--- config.mk ---
export PLATFORM = sky130hd
export DESIGN_NAME = ram_march_bist
export DESIGN_NICKNAME = d
export VERILOG_FILES = /design/src/rtl/ram_march_bist.sv
export SDC_FILE = /design/constraint.sdc
export NUM_CORES = 1
export LEC_CHECK = 0
export ABC_AREA = 1
export BUFFER_PORTS_ARGS = -buffer_cell sky130_fd_sc_hd__buf_4
export CORE_ASPECT_RATIO = 0.75
export CORE_MARGIN = 2
export CORE_UTILIZATION = 50
export CTS_CLUSTER_DIAMETER = 40
export DETAILED_ROUTE_END_ITERATION = 12
export PLACE_DENSITY = 0.8
export REMOVE_ABC_BUFFERS = 1
export SLEW_MARGIN = 20
export SYNTH_ARGS = -nofsm -noshare
export SYNTH_HDL_FRONTEND = slang
export SYNTH_SLANG_ARGS = --single-unit
--- constraint.sdc ---
create_clock -name clock -period 3.7 [get_ports clock]
set_clock_uncertainty 0.1 [all_clocks]
set_input_delay 0.185 -clock clock [delete_from_list [all_inputs] [get_ports clock]]
set_output_delay 0.185 -clock clock [all_outputs]
set_load 0.02 [all_outputs]
--- src/rtl/ram_march_bist.sv ---
// March BIST initiator for a small synchronous single-port RAM (W/R/R/R elements).
// Optional macro RAM_BIST_ERR_CNT_EN: count every mismatch instead of aborting.
module ram_march_bist #(
    parameter int                DATA_W  = 8,
    parameter int                ADDR_W  = 4,
    parameter logic [DATA_W-1:0] PATTERN = 8'h55
) (
    input  logic              clock,
    input  logic              rst,
    input  logic              start,
    output logic              busy,
    output logic              done,
    output logic              pass,
    output logic [ADDR_W-1:0] fail_addr,
    output logic [DATA_W-1:0] fail_data,
    output logic [DATA_W-1:0] ram_din,
    output logic [ADDR_W-1:0] ram_addr,
    output logic              ram_wr_enb,
    output logic              ram_rd_enb,
    input  logic [DATA_W-1:0] ram_dout
`ifdef RAM_BIST_ERR_CNT_EN
    ,
    output logic [7:0]        err_cnt
`endif
);

    localparam logic [ADDR_W-1:0] A_MAX = {ADDR_W{1'b1}};
    localparam logic [ADDR_W-1:0] A_MIN = '0;
    localparam logic [DATA_W-1:0] P_INV = ~PATTERN;

    typedef enum logic [3:0] {
        S_IDLE,
        S_W0,
        S_R1,
        S_C1,
        S_R2,
        S_C2,
        S_R3,
        S_C3,
        S_DONE
    } state_t;

    state_t            state_q, state_d;
    logic [ADDR_W-1:0] addr_q, addr_d;

    logic              busy_q, busy_d;
    logic              done_q, done_d;
    logic              pass_q, pass_d;
    logic [ADDR_W-1:0] fail_addr_q, fail_addr_d;
    logic [DATA_W-1:0] fail_data_q, fail_data_d;

    logic [DATA_W-1:0] ram_din_q, ram_din_d;
    logic [ADDR_W-1:0] ram_addr_q, ram_addr_d;
    logic              ram_wr_q, ram_wr_d;
    logic              ram_rd_q, ram_rd_d;

`ifdef RAM_BIST_ERR_CNT_EN
    logic [7:0]        err_cnt_q, err_cnt_d;
`endif

    logic              is_cmp;
    logic [DATA_W-1:0] expect_v;
    logic              mismatch;
    logic              abort;
    logic              launch;

    assign launch = (state_q == S_IDLE) && start;

    always_comb begin
        is_cmp   = 1'b0;
        expect_v = PATTERN;
        unique case (state_q)
            S_C1: is_cmp = 1'b1;
            S_C2: begin
                is_cmp   = 1'b1;
                expect_v = P_INV;
            end
            S_C3: is_cmp = 1'b1;
            default: ;
        endcase
    end

    assign mismatch = is_cmp && (ram_dout != expect_v);

`ifdef RAM_BIST_ERR_CNT_EN
    assign abort = 1'b0;
`else
    assign abort = mismatch;
`endif

    always_comb begin
        state_d = state_q;
        addr_d  = addr_q;
        unique case (state_q)
            S_IDLE: begin
                if (start) begin
                    state_d = S_W0;
                    addr_d  = A_MIN;
                end
            end
            S_W0: begin
                if (addr_q == A_MAX) begin
                    state_d = S_R1;
                    addr_d  = A_MIN;
                end else begin
                    addr_d = addr_q + 1'b1;
                end
            end
            S_R1: state_d = S_C1;
            S_C1: begin
                if (abort) begin
                    state_d = S_DONE;
                end else if (addr_q == A_MAX) begin
                    state_d = S_R2;
                end else begin
                    state_d = S_R1;
                    addr_d  = addr_q + 1'b1;
                end
            end
            S_R2: state_d = S_C2;
            S_C2: begin
                if (abort) begin
                    state_d = S_DONE;
                end else if (addr_q == A_MIN) begin
                    state_d = S_R3;
                end else begin
                    state_d = S_R2;
                    addr_d  = addr_q - 1'b1;
                end
            end
            S_R3: state_d = S_C3;
            S_C3: begin
                if (abort || addr_q == A_MAX) begin
                    state_d = S_DONE;
                end else begin
                    state_d = S_R3;
                    addr_d  = addr_q + 1'b1;
                end
            end
            S_DONE: state_d = S_IDLE;
            default: state_d = S_IDLE;
        endcase
    end

    // Bus and status registers are loaded for the state being entered.
    always_comb begin
        busy_d    = 1'b0;
        done_d    = 1'b0;
        ram_rd_d  = 1'b0;
        ram_wr_d  = 1'b0;
        ram_din_d = '0;
        unique case (state_d)
            S_W0: begin
                busy_d    = 1'b1;
                ram_wr_d  = 1'b1;
                ram_din_d = PATTERN;
            end
            S_R1, S_R2, S_R3: begin
                busy_d   = 1'b1;
                ram_rd_d = 1'b1;
            end
            S_C1: begin
                busy_d    = 1'b1;
                ram_wr_d  = 1'b1;
                ram_din_d = P_INV;
            end
            S_C2: begin
                busy_d    = 1'b1;
                ram_wr_d  = 1'b1;
                ram_din_d = PATTERN;
            end
            S_C3: busy_d = 1'b1;
            S_DONE: done_d = 1'b1;
            default: ;
        endcase
        ram_addr_d = busy_d ? addr_d : A_MIN;
    end

    always_comb begin
        pass_d      = pass_q;
        fail_addr_d = fail_addr_q;
        fail_data_d = fail_data_q;
`ifdef RAM_BIST_ERR_CNT_EN
        err_cnt_d   = err_cnt_q;
`endif
        if (launch) begin
            pass_d      = 1'b0;
            fail_addr_d = '0;
            fail_data_d = '0;
`ifdef RAM_BIST_ERR_CNT_EN
            err_cnt_d   = '0;
`endif
        end else begin
`ifdef RAM_BIST_ERR_CNT_EN
            if (mismatch && err_cnt_q == 8'd0) begin
                fail_addr_d = addr_q;
                fail_data_d = ram_dout;
            end
            if (mismatch && err_cnt_q != 8'hFF) begin
                err_cnt_d = err_cnt_q + 8'd1;
            end
            if (busy_q && state_d == S_DONE) begin
                pass_d = (err_cnt_d == 8'd0);
            end
`else
            if (mismatch) begin
                fail_addr_d = addr_q;
                fail_data_d = ram_dout;
            end
            if (busy_q && state_d == S_DONE) begin
                pass_d = !mismatch;
            end
`endif
        end
    end

    always_ff @(posedge clock) begin
        if (rst) begin
            state_q     <= S_IDLE;
            addr_q      <= '0;
            busy_q      <= 1'b0;
            done_q      <= 1'b0;
            pass_q      <= 1'b0;
            fail_addr_q <= '0;
            fail_data_q <= '0;
            ram_din_q   <= '0;
            ram_addr_q  <= '0;
            ram_wr_q    <= 1'b0;
            ram_rd_q    <= 1'b0;
`ifdef RAM_BIST_ERR_CNT_EN
            err_cnt_q   <= '0;
`endif
        end else begin
            state_q     <= state_d;
            addr_q      <= addr_d;
            busy_q      <= busy_d;
            done_q      <= done_d;
            pass_q      <= pass_d;
            fail_addr_q <= fail_addr_d;
            fail_data_q <= fail_data_d;
            ram_din_q   <= ram_din_d;
            ram_addr_q  <= ram_addr_d;
            ram_wr_q    <= ram_wr_d;
            ram_rd_q    <= ram_rd_d;
`ifdef RAM_BIST_ERR_CNT_EN
            err_cnt_q   <= err_cnt_d;
`endif
        end
    end

    // A failing cell must not be overwritten, so the compare-cycle write
    // is qualified by the live compare result.
    assign ram_wr_enb = ram_wr_q && !abort;
    assign ram_din    = ram_wr_enb ? ram_din_q : '0;
    assign ram_rd_enb = ram_rd_q;
    assign ram_addr   = ram_addr_q;

    assign busy      = busy_q;
    assign done      = done_q;
    assign pass      = pass_q;
    assign fail_addr = fail_addr_q;
    assign fail_data = fail_data_q;
`ifdef RAM_BIST_ERR_CNT_EN
    assign err_cnt   = err_cnt_q;
`endif

endmodule

* Yosys cells after proc, flatten, opt, wreduce, memory -nomap -nowiden
Index checks and enable logic that the tools add are counted.
** Operators by class
- Muxes and demuxes :: 24
- Equality and inequality tests :: 17
- Bitwise gates (word level) :: 1
- $add $sub $neg :: 2
- Reduce and logical (&&, ||, !) cells :: 15
** Operator list (number)
- two-way mux 4 bit :: 12
- equality test 4 x 3 -> 1 bit, second input constant :: 8
- one-hot mux 4 bit (8 select lines) :: 1
- one-hot mux 4 bit (5 select lines) :: 1
- equality test 4 x 2 -> 1 bit, second input constant :: 4
- two-way mux 8 bit :: 2
- one-hot mux 8 bit (2 select lines) :: 1
- OR reduction 3 bit :: 3
- equality test 4 x 1 -> 1 bit, second input constant :: 2
- equality test 4 bit, second input constant :: 2
- zero test 4 bit :: 2
- != test 8 bit :: 1
- OR reduction 7 bit :: 1
- OR reduction 2 bit :: 3
- two-way mux 1 bit :: 5
- adder 4 x 1 -> 4 bit, second input constant :: 1
- logical AND 1 bit :: 4
- subtractor 4 x 1 -> 4 bit, second input constant :: 1
- two-way mux 3 bit :: 1
- two-way mux 2 bit :: 1
- zero test 1 bit :: 1
- logical OR 1 bit :: 1
- NOT 1 bit :: 1
** Storage, ports and cells
- Logic and storage cells :: 70
- Register bits :: 37
- Bits of input ports :: 11
- Output and inout bits :: 29

* Longest topological paths before layout
Gate-level depths: netlist of the first run.
- Word-level depth :: 12
- Gate-level depth with buffers :: 14
- Mapped depth without buffers :: 13

* Least setup slack after synthesis of the first run
No wires, ideal clock.
- Path type :: flip-flop to output port
- Start :: reg state_q[1]
- End :: out ram_din[2]
- Path buffers :: 2
- Cell stages (with the launch flop) :: 10
- Arrival time :: 1.706 ns
- Path slack :: 1.709 ns
- Data required time :: 3.415 ns
- Cell sequence :: dfxtp_1 > inv_2 > nand2_1 > nor2_4 > nand3_2 > nand3_2 > buf_6 > nand2_1 > nor2_1 > buf_4
** On the way
- Longest elaborated chain between the ends :: 7
- Elaborated cells between the ends (all ways) :: 11
- Those cells by class :: eq/ne (4); mux (3); reduce/logical (4)
** RTL lines
- from (decl) :: RTL line 43 : state_t state_q, state_d;
- from (signal assigned) :: RTL line 234 : state_q <= state_d;
- equality test 4 x 3 -> 1 bit or equality test 4 x 2 -> 1 bit (tied branches) :: RTL line 72 : unique case (state_q)
- two-way mux 8 bit or OR reduction 3 bit (tied branches)
- != test 8 bit or two-way mux 1 bit (tied branches) :: RTL line 83, 72
- logical AND 1 bit (*) :: RTL line 83 : assign mismatch = is_cmp && (ram_dout != expect_v);
- zero test 1 bit (*) :: RTL line 253 : assign ram_wr_enb = ram_wr_q && !abort;
- logical AND 1 bit (*) :: RTL line 253
- two-way mux 8 bit (*) :: RTL line 254 : assign ram_din = ram_wr_enb ? ram_din_q : '0;
- to (decl) :: RTL line 16 : output logic [DATA_W-1:0] ram_din,
Every way passes the cells marked *; elsewhere a longest branch is shown, timed or not.

* Worst setup path after layout of the first run
- Start :: reg state_q[1]
- End :: out ram_din[3]
The elaborated chain is that of the path after synthesis.

==> run metrics, run 1 <==
status=finished clean; CP startpoint kind=register; setup slack, reg-to-reg=about 1500 ps; dpl hpwl=2.84 mm; Remaining DRCs=0; GRT Total Usage=20.5%; Fin. Hold Viols=0; ANT nets after route=0; hold buffers post-CTS=0; CTS tree=done; drt first pass iters=4; antenna cells=0; pwr dens=366 mW/mm2; FF-to-FF path depth=11; GPL Wtd Cong=0.971; post-synthesis mux area share=0%; ratio of cells with drive above 1 in the final layout=23.4%; Final Slew Violations=0; I/O Pins=40; compound-gate portion of the synthesized area=12.4%; Static Leak=~0.0010 uW; Rows=18; Clock transition at path regs=around 60 ps; reg2reg end=ram_addr[3]; clock sink count=31; most common cell after layout, fill and taps aside=nand2_1; Die Span Y=53.8 um; Area Growth Syn to Fin=21.7%; # setup viols final=0; Post-Synth Simple-Gate Area=32.4%; largest net degree at the start of global routing=26; CP endpoint kind=output pin; Setup TNS=0 ps; Yosys reg bits=31; Slew @ Worst Pin=422 ps; clock tree buffer depth=2; first-pass GRT wire length=5.93 mm; Period minus WS final=2280 ps; Netlist cell types=26; die area=0.00379 mm2; total number of vias=1645; WP data arrival=approximately 2000 ps; drt wl/cell=11.7 um; Setup crit start=state_q[1]; CTS Buf Count=5; number of fill cells=roughly 290; ys async rst share=0%; RSZ-0062 raised after global routing=false; Worst Path Max Fanout=15; DR iter-0 viols=100; antenna violations before repair=0; Mapped Area=roughly 0.0017 mm2; CP required=3410 ps; main combinational cell family by area after synthesis=simple AND/OR/NAND/NOR gates; Setup Fix Bufs, Post-CTS=0; later-pin clock latency in the skew report=290 ps; VDD IR-drop max=around 270 uV; core area=0.00322 mm2; synth warn=0; Starting Density=51.3%; clock tree root driver cell=clkbuf_8; post-layout util=62.5%; Mapped Cells=244; # H-tree levels=2; sequential area share after synthesis=37.5%; worst min-delay path class=in2reg; crit path to=ram_din[3]; Tcrit/Tclk final=between 60 and 70%; worst r2r src=state_q[1]; Post-Route WL=3.71 mm; Setup Crit Path Kind=reg2out; nets@finish=291; Highest Clock Rate=438 MHz; Main synth FF type=dfxtp_1; port bufs=39; number of global-route vias before repair=1373; EDFF count, synth=0; Gates resized, CTS repair=0; most frequent cells in the layout=nand2_1, buf_4, dfxtp_1, inv_1, nor2_1; syn_area_per_cell=~6.8 um2; XOR/XNOR Fraction of Synth Area=about 2.1%; total gr overflow=0; Vias/cell=5.17; Relative slew margins=between 70% and 80%; DIE WIDTH=70.4 um; adder-cell share of the synthesized area=2.27%; total of max-cap violations=0
[logic make-up after synthesis]
group / Yosys count
adder cells (fa/ha/maj): 3
buffers and inverters: 49
XOR/XNOR: 4
flip-flops: 31
AND/OR/NAND/NOR: 119
AO/OA/AOI/OAI: 38
[worst max-delay path, stage by stage (launching register included)]
cell     delay (ps)
dfxtp_1         390
inv_2            70
nand2_1         120
nor2_4          180
nand3_2         130
nand3_2         260
nand2_1         150
nor2_1          220
buf_4           190
[power by group]
group	total, uW	switching (uW)	leakage (uW)	internal (uW)
sequential	348	5.79	0.000251	342
combinational	96.2	58.8	0.000739	37.4
clock	292	123	0.0000515	169
[final cells by class]
| type | count | area [um2] | area share (%) |
|---|---|---|---|
| Multi-Input combinational cell | 164 | 813 | 40.4 |
| Sequential cell | 31 | 621 | 30.8 |
| Tap cell | 40 | 50.0 | 2.49 |
| Timing Repair Buffer | 39 | 293 | 14.6 |
| Clock buffer | 8 | 100 | 4.98 |
| Inverter | 36 | 135 | 6.72 |
[worst min path at each step]
| stage | start | endpoint | slack (ps) | cells past startpoint |
|---|---|---|---|---|
| CTS | ram_dout[3] | fail_data[3] | 50 | 3 |
| finish | ram_dout[0] | fail_data[0] | 60 | 3 |
| detailed placement | ram_dout[7] | fail_data[7] | 360 | 3 |
| floorplan | rst | done | 150 | 1 |
| global route | rst | ram_din_q[5] | 70 | 2 |
| global placement | ram_dout[5] | fail_data[5] | 340 | 3 |
[cell usage after synthesis, types with 3 or more instances]
cell	count	area [um2]
ha_1	3	37.5
inv_2	6	22.5
nand3_1	24	120
o21ai_0	14	70.1
o21ai_1	4	20.0
buf_4	6	45.0
nand3_2	3	30.0
inv_1	30	113
nand2_1	51	191
clkbuf_2	3	15.0
a21oi_1	16	80.1
nor3_1	4	20.0
dfxtp_1	31	621
nand2_2	4	25.0
nor2_1	27	101
[per-layer routing]
layer  wire length (um)  GRT usage (%)
met5                  0              0
met4                 56           11.5
met3                234           5.81
met2               1640           31.4
met1               1770           26.4
[sequential cells by signal, summed over array words and instances (netlist names)]
name        flops
fail_addr       4
pass            1
addr_q          4
ram_rd_enb      1
ram_wr_q        1
state_q         4
ram_din_q       2
ram_addr        4
busy            1
done            1
fail_data       8
[stage by stage]
step / cells / hold WS (ps) / instance area (um2) / setup slack (ps) / total power, uW
after floorplan: 231 / 154 / 1570 / 1330 / 416
after global placement: 310 / 345 / 1910 / 1600 / 449
after detailed placement: 310 / 355 / 1910 / 1550 / 450
after CTS: 318 / 48.9 / 2010 / 1420 / 745
after global routing: 318 / 65.2 / 2010 / 1220 / 767
final: 318 / 58.4 / 2010 / 1420 / 736
No activity file was read; power rests on OpenSTA's default activity.
==> run 2, diff against run 1 <==
- CORE_UTILIZATION: 50 -> 47
- PLACE_DENSITY: 0.8 -> 0.79
- clock period: 3.7 -> 1.86 ns (I/O delays scaled with it)
==> run 2 against run 1 <==
Final cell count is 10% higher. Core utilization rose by 7.4 points. Routed wire length rose by 20%. Clock power is 83% higher. Power rose by 99%. Worst hold slack gained 120 ps. Combinational power increased by 150%. Register-to-register slack worse by 1500 ps. First-iteration DRC count down 17%. Sequential share of layout area decreased by 3.9 points.
==> run metrics, run 2 (same netlist as run 1, synthesis figures left out) <==
GRT Total Usage=22.6% (+2.1 points); Crit-path slowest cell=dfxtp_1; Slew @ Worst Pin=357 ps (-65.4 ps); max FFs per register=8 (unchanged); worst min-delay path class=in2reg; ratio of cells with drive above 1 in the final layout=32.9% (+9.5 points); clock tree root driver cell=clkbuf_8; Relative slew margins=76.1% (+4.4 points); Hold WS=181 ps (+123 ps); CP required=1670 ps (-1740 ps); Starting Density=49.6% (-1.7 points); Area Growth Syn to Fin=41.0%; clock tree buffer depth=2 (unchanged); drt first pass iters=4 (unchanged); CP startpoint kind=register; Remaining DRCs=0 (unchanged); Post-Route WL=4.43 mm (+20%); total gr overflow=0 (unchanged); drt wl/cell=12.7 um (+8.7%); antenna cells=0 (unchanged); Vias/cell=5.05 (-2.3%); Worst Path Max Fanout=6 (-9); WP data arrival=1660 ps (-340 ps); CTS tree=done; I/O Pins=40 (unchanged); total number of vias=1768 (+7.5%); CTS Buf Count=5 (unchanged); later-pin clock latency in the skew report=280 ps (about the same); number of global-route vias before repair=1586 (+16%); ANT nets after route=0 (unchanged); largest net degree at the start of global routing=15 (-42%); crit-path max cell delay=340 ps (-50 ps); total power=1460 uW (+99%); most frequent cells in the layout=buf_4, nand2_1, inv_1, dfxtp_1, nor2_1; die area=0.00401 mm2 (+6.0%); pwr dens=629 mW/mm2 (+72%); DR iter-0 viols=83 (-17%); Fin. Hold Viols=0 (unchanged); GPL Wtd Cong=0.961 (-0.96%); most common cell after layout, fill and taps aside=buf_4; core area=0.00333 mm2 (+3.5%); first-pass GRT wire length=7.09 mm (+19%); Clock transition at path regs=60 ps (about the same); CP delay by family, top=simple AND/OR/NAND/NOR gates; crit path cell chain=inv_2 -> nand2_2 -> inv_2 -> nand2_1 -> nand3_2 -> nand3_4 -> nand2_2 -> nor2_4 -> buf_4; Die Span Y=55.4 um (+2.9%); Setup Crit Path Kind=reg2out; dpl hpwl=3.16 mm (+11%); Rows=18 (unchanged); Period minus WS final=approximately 1900 ps; VDD IR-drop max=565 uV (+110%); nets@finish=324 (+11%); DIE WIDTH=72.5 um (+3.0%); clock sink count=31 (unchanged); Tcrit/Tclk final=around 100%; post-layout worst setup margin=4.00 ps (-1410 ps); Final Slew Violations=0 (unchanged); Buf+Inv Stages, Crit Path=3 (+1); number of fill cells=290 (+0.35%); pre-CTS WS=-71.8 ps (-1620 ps); CP endpoint kind=output pin; port bufs=39 (unchanged); # setup viols final=0 (unchanged); Highest Clock Rate=539 MHz; total of max-cap violations=0 (unchanged); status=finished clean; # H-tree levels=2 (unchanged); antenna violations before repair=0 (unchanged); Static Leak=0.00120 uW (+15%)
==> run 2: area by class of cell <==
cell class                 instances  area, um2  area share, %
clock buffer                       6       82.6           3.54
clock inverter                     1       5.00          0.215
inverter                          36        135           5.80
multi-input combinational        164        855           36.7
sequential                        31        627           26.9
tap                               40       50.0           2.15
timing repair buffer              72        576           24.7
==> run 2: layer usage <==
layer | GRT usage (%) | routed length, um | vias to the layer above
li1 | - | - | 900
met1 | 30.8 | 1990 | 791
met2 | 33.6 | 2040 | 66
met3 | 6.02 | 321 | 11
met4 | 10.1 | 84 | 0
met5 | 0 | 0 | -
==> run 2: what timing repair did <==
action                     in CTS  in global routing
setup endpoints to repair      19                 26
buffers inserted                2                  1
hold buffers                    9                  0
gates resized for setup         3                 14
pin swaps                       1                  1
hold endpoints to repair       18                  0
==> run 2: path summary, 6_finish.rpt <==
path	startpoint	cells past startpoint	slack (ps)	end
max	state_q[3]	9	4	ram_din[3]
min	start	4	180	pass
max reg2reg	state_q[0]	14	30	ram_addr[2]
min reg2reg	pass	2	360	pass
==> run 2: where the power goes <==
group	switching (uW)	total [uW]	internal (uW)
Clock	245	535	290
Combinational	134	236	102
Sequential	12.0	693	681
Total	391	1460	1070
==> run 2: per-stage QoR <==
stage,setup TNS (ps),utilization [%],cell area [um2],instances
after CTS,-34.8,68.6,2290,349
after global placement,0,62.1,2070,331
after floorplan,-3340,-,1570,231
after global routing,-912,69.9,2330,350
after detailed placement,-321,62.1,2070,331
final,0,69.9,2330,350
==> run 2: worst register-to-register path, cell delays in order, from the launching register on <==
cell,delay (ps)
dfxtp_2,360
inv_2,60
nor2_2,110
nand2_1,130
o21ai_2,120
nand3_4,150
buf_12,170
buf_4,130
nand3_1,50
nand2_1,50
nand2_1,60
nand2_1,50
nand2_1,50
nand2_1,60
nor2_1,110
==> run 3, diff against run 2 <==
- PLACE_DENSITY: 0.79 -> 0.74
- clock period: 1.86 -> 1.5 ns (I/O delays scaled with it)
==> run 3 against run 2 <==
Sequential power increased by 25%. Critical path type unchanged. Sequential share of layout area is 4.6 points lower. Core utilization increased by 15 points. Largest cell class unchanged. Flip-flop and latch count is the same. Final cell count is 8.0% higher. The run now ends with setup timing left. First-iteration DRC count rose by 39%.
==> run metrics, run 3 (same netlist as run 1, synthesis figures left out) <==
Clock Power Share=37.3% (+0.8 points); antenna cells=0 (unchanged); core area=0.00333 mm2 (unchanged); met2 WL=2.83 mm (+39%); number of fill cells=190 (-34%); Remaining DRCs=0 (unchanged); GPL Wtd Cong=0.918 (-4.5%); Fin. Hold Viols=0 (unchanged); worst r2r src=state_q[1]; pwr dens=693 mW/mm2 (+10%); total number of vias=1997 (+13%); ratio of cells with drive above 1 in the final layout=51.8% (+19 points); post-layout util=85.3% (+15 points); Post-Route M1 WL=2.31 mm (+16%); total of max-cap violations=0 (unchanged); DR iter-0 viols=115 (+39%); met3 routed WL=399 um (+24%); Period minus WS final=1830 ps; Tcrit/Tclk final=122%; total gr overflow=0 (unchanged); DR top layer=met4; clock tree buffer depth=2 (unchanged); Final Slew Violations=0 (unchanged); worst min-delay path class=in2reg; antenna violations before repair=0 (unchanged); status=finished with violations; Worst Path Max Fanout=6 (unchanged); Clock transition at path regs=70 ps (about the same); setup slack, reg-to-reg=-330 ps (-360 ps); most frequent cells in the layout=buf_4, nand2_1, inv_1, dfxtp_1; drt wl/cell=15.1 um (+19%); switch share=27.3% (+0.58 points); pre-CTS WS=-370 ps (-298 ps); area used by multi-input combinational logic=0.00108 mm2 (+27%); Setup TNS=-8540 ps (-8540 ps); die area=0.00401 mm2 (unchanged); internal power=1430 uW (+33%); CP required=1320 ps (-350 ps); clock tree root driver cell=clkbuf_8; Area Growth Syn to Fin=72.1%; failing checks=setup timing; Highest Clock Rate=546 MHz; most common cell after layout, fill and taps aside=buf_4; Post-Route WL=5.72 mm (+29%); Rows=18 (unchanged); drt first pass iters=4 (unchanged); Flop pwr share=43.9% (-3.4 points); FF-to-FF path depth=13 (-1); Vias/cell=5.28 (+4.6%); Die Span Y=55.4 um (unchanged); combinational group share of total power=18.7% (+2.6 points); WP data arrival=1660 ps (about the same); max FFs per register=8 (unchanged); number of global-route vias before repair=1746 (+10%); Starting Density=49.6% (unchanged); first-pass GRT wire length=7.94 mm (+12%); Setup crit start=state_q[1]; largest net degree at the start of global routing=13 (-2); RSZ-0062 raised after global routing=true; later-pin clock latency in the skew report=290 ps (about the same); port bufs=39 (unchanged); CP endpoint kind=output pin; ANT nets after route=0 (unchanged); # setup viols final=39 (+39); I/O Pins=40 (unchanged); CTS tree=done; Static Leak=0.00141 uW (+18%); # H-tree levels=2 (unchanged); switching power=538 uW (+37%); dpl hpwl=3.39 mm (+7.4%); crit path to=ram_din[2]; Slew @ Worst Pin=327 ps (-29.7 ps); Register Area=633 um2 (+1.0%); nets@finish=351 (+8.3%); VDD IR-drop max=631 uV (+12%); Relative slew margins=78.1% (+2.0 points); clock sink count=31 (unchanged); CP startpoint kind=register; Hold WS=36.5 ps (-144 ps); Setup Crit Path Kind=reg2out; DIE WIDTH=72.5 um (unchanged); reg2reg end=ram_wr_q; post-layout worst setup margin=-330 ps (-334 ps); CTS Buf Count=5 (unchanged); GRT Total Usage=25.3% (+2.6 points)
[run 3: cell count changes in the layout (fill, tap and decap cells not counted), moves of 5 or more]
cell	change
buf_6	+17
nand3_1	-7
nor2_4	+5
nand2_2	+8
nand2_4	+5
dlygate4sd3_1	-8
nand2_1	-14
buf_4	+17
nor2_1	-7
[run 3: repair_timing]
item,4_1_cts,5_1_grt
resized for setup,51,51
gates cloned,1,1
endpoints found under the setup margin,39,39
hold buffers,1,0
endpoints found under the hold margin,9,0
setup buffers,4,4
pin swaps,2,12
[run 3: worst min path at each step]
stage | from | end | slack, ps | cells past startpoint
after detailed placement | rst | done | 250 | 2
after global routing | ram_dout[5] | fail_data[5] | 50 | 4
after global placement | rst | state_q[3] | 250 | 2
after CTS | ram_dout[1] | fail_data[1] | 40 | 4
final | ram_dout[1] | fail_data[1] | 40 | 4
after floorplan | rst | done | 40 | 1
[run 3: per-stage QoR]
stage | instance area, um2 | instances | total power [uW]
final | 2840 | 378 | 1970
after global routing | 2840 | 378 | 2060
after CTS | 2600 | 373 | 1910
after detailed placement | 2280 | 359 | 1160
after global placement | 2280 | 359 | 1160
after floorplan | 1570 | 231 | 1030
[run 3: critical path: stages (launching register included)]
cell,delay [ps]
dfxtp_4,380
inv_2,70
nand2_4,60
nor2_4,100
nand3_2,110
nand3_4,150
buf_6,130
nand2_8,50
nor2_4,150
buf_6,150
[run 3: cell type report]
type | count | area share, %
Multi-Input combinational cell | 164 | 38.1
Timing Repair Buffer | 99 | 29.3
Sequential cell | 31 | 22.3
Inverter | 36 | 5.02
Clock buffer | 8 | 3.52
Tap cell | 40 | 1.76
[run 3: layer usage]
metal  up-vias  GRT usage [%]
li1        953              -
met1       938           32.3
met2        86           42.9
met3        20           5.11
met4         0           7.41
met5         -              0
[run 3: power by group through the flow]
stage          Combinational [uW]  Clock, uW  Sequential (uW)
6_report                      369        736              866
3_5_place_dp                  287          0              876
2_1_floorplan                 147          0              880
3_3_place_gp                  283          0              875
4_1_cts                       323        728              862
5_1_grt                       402        786              868
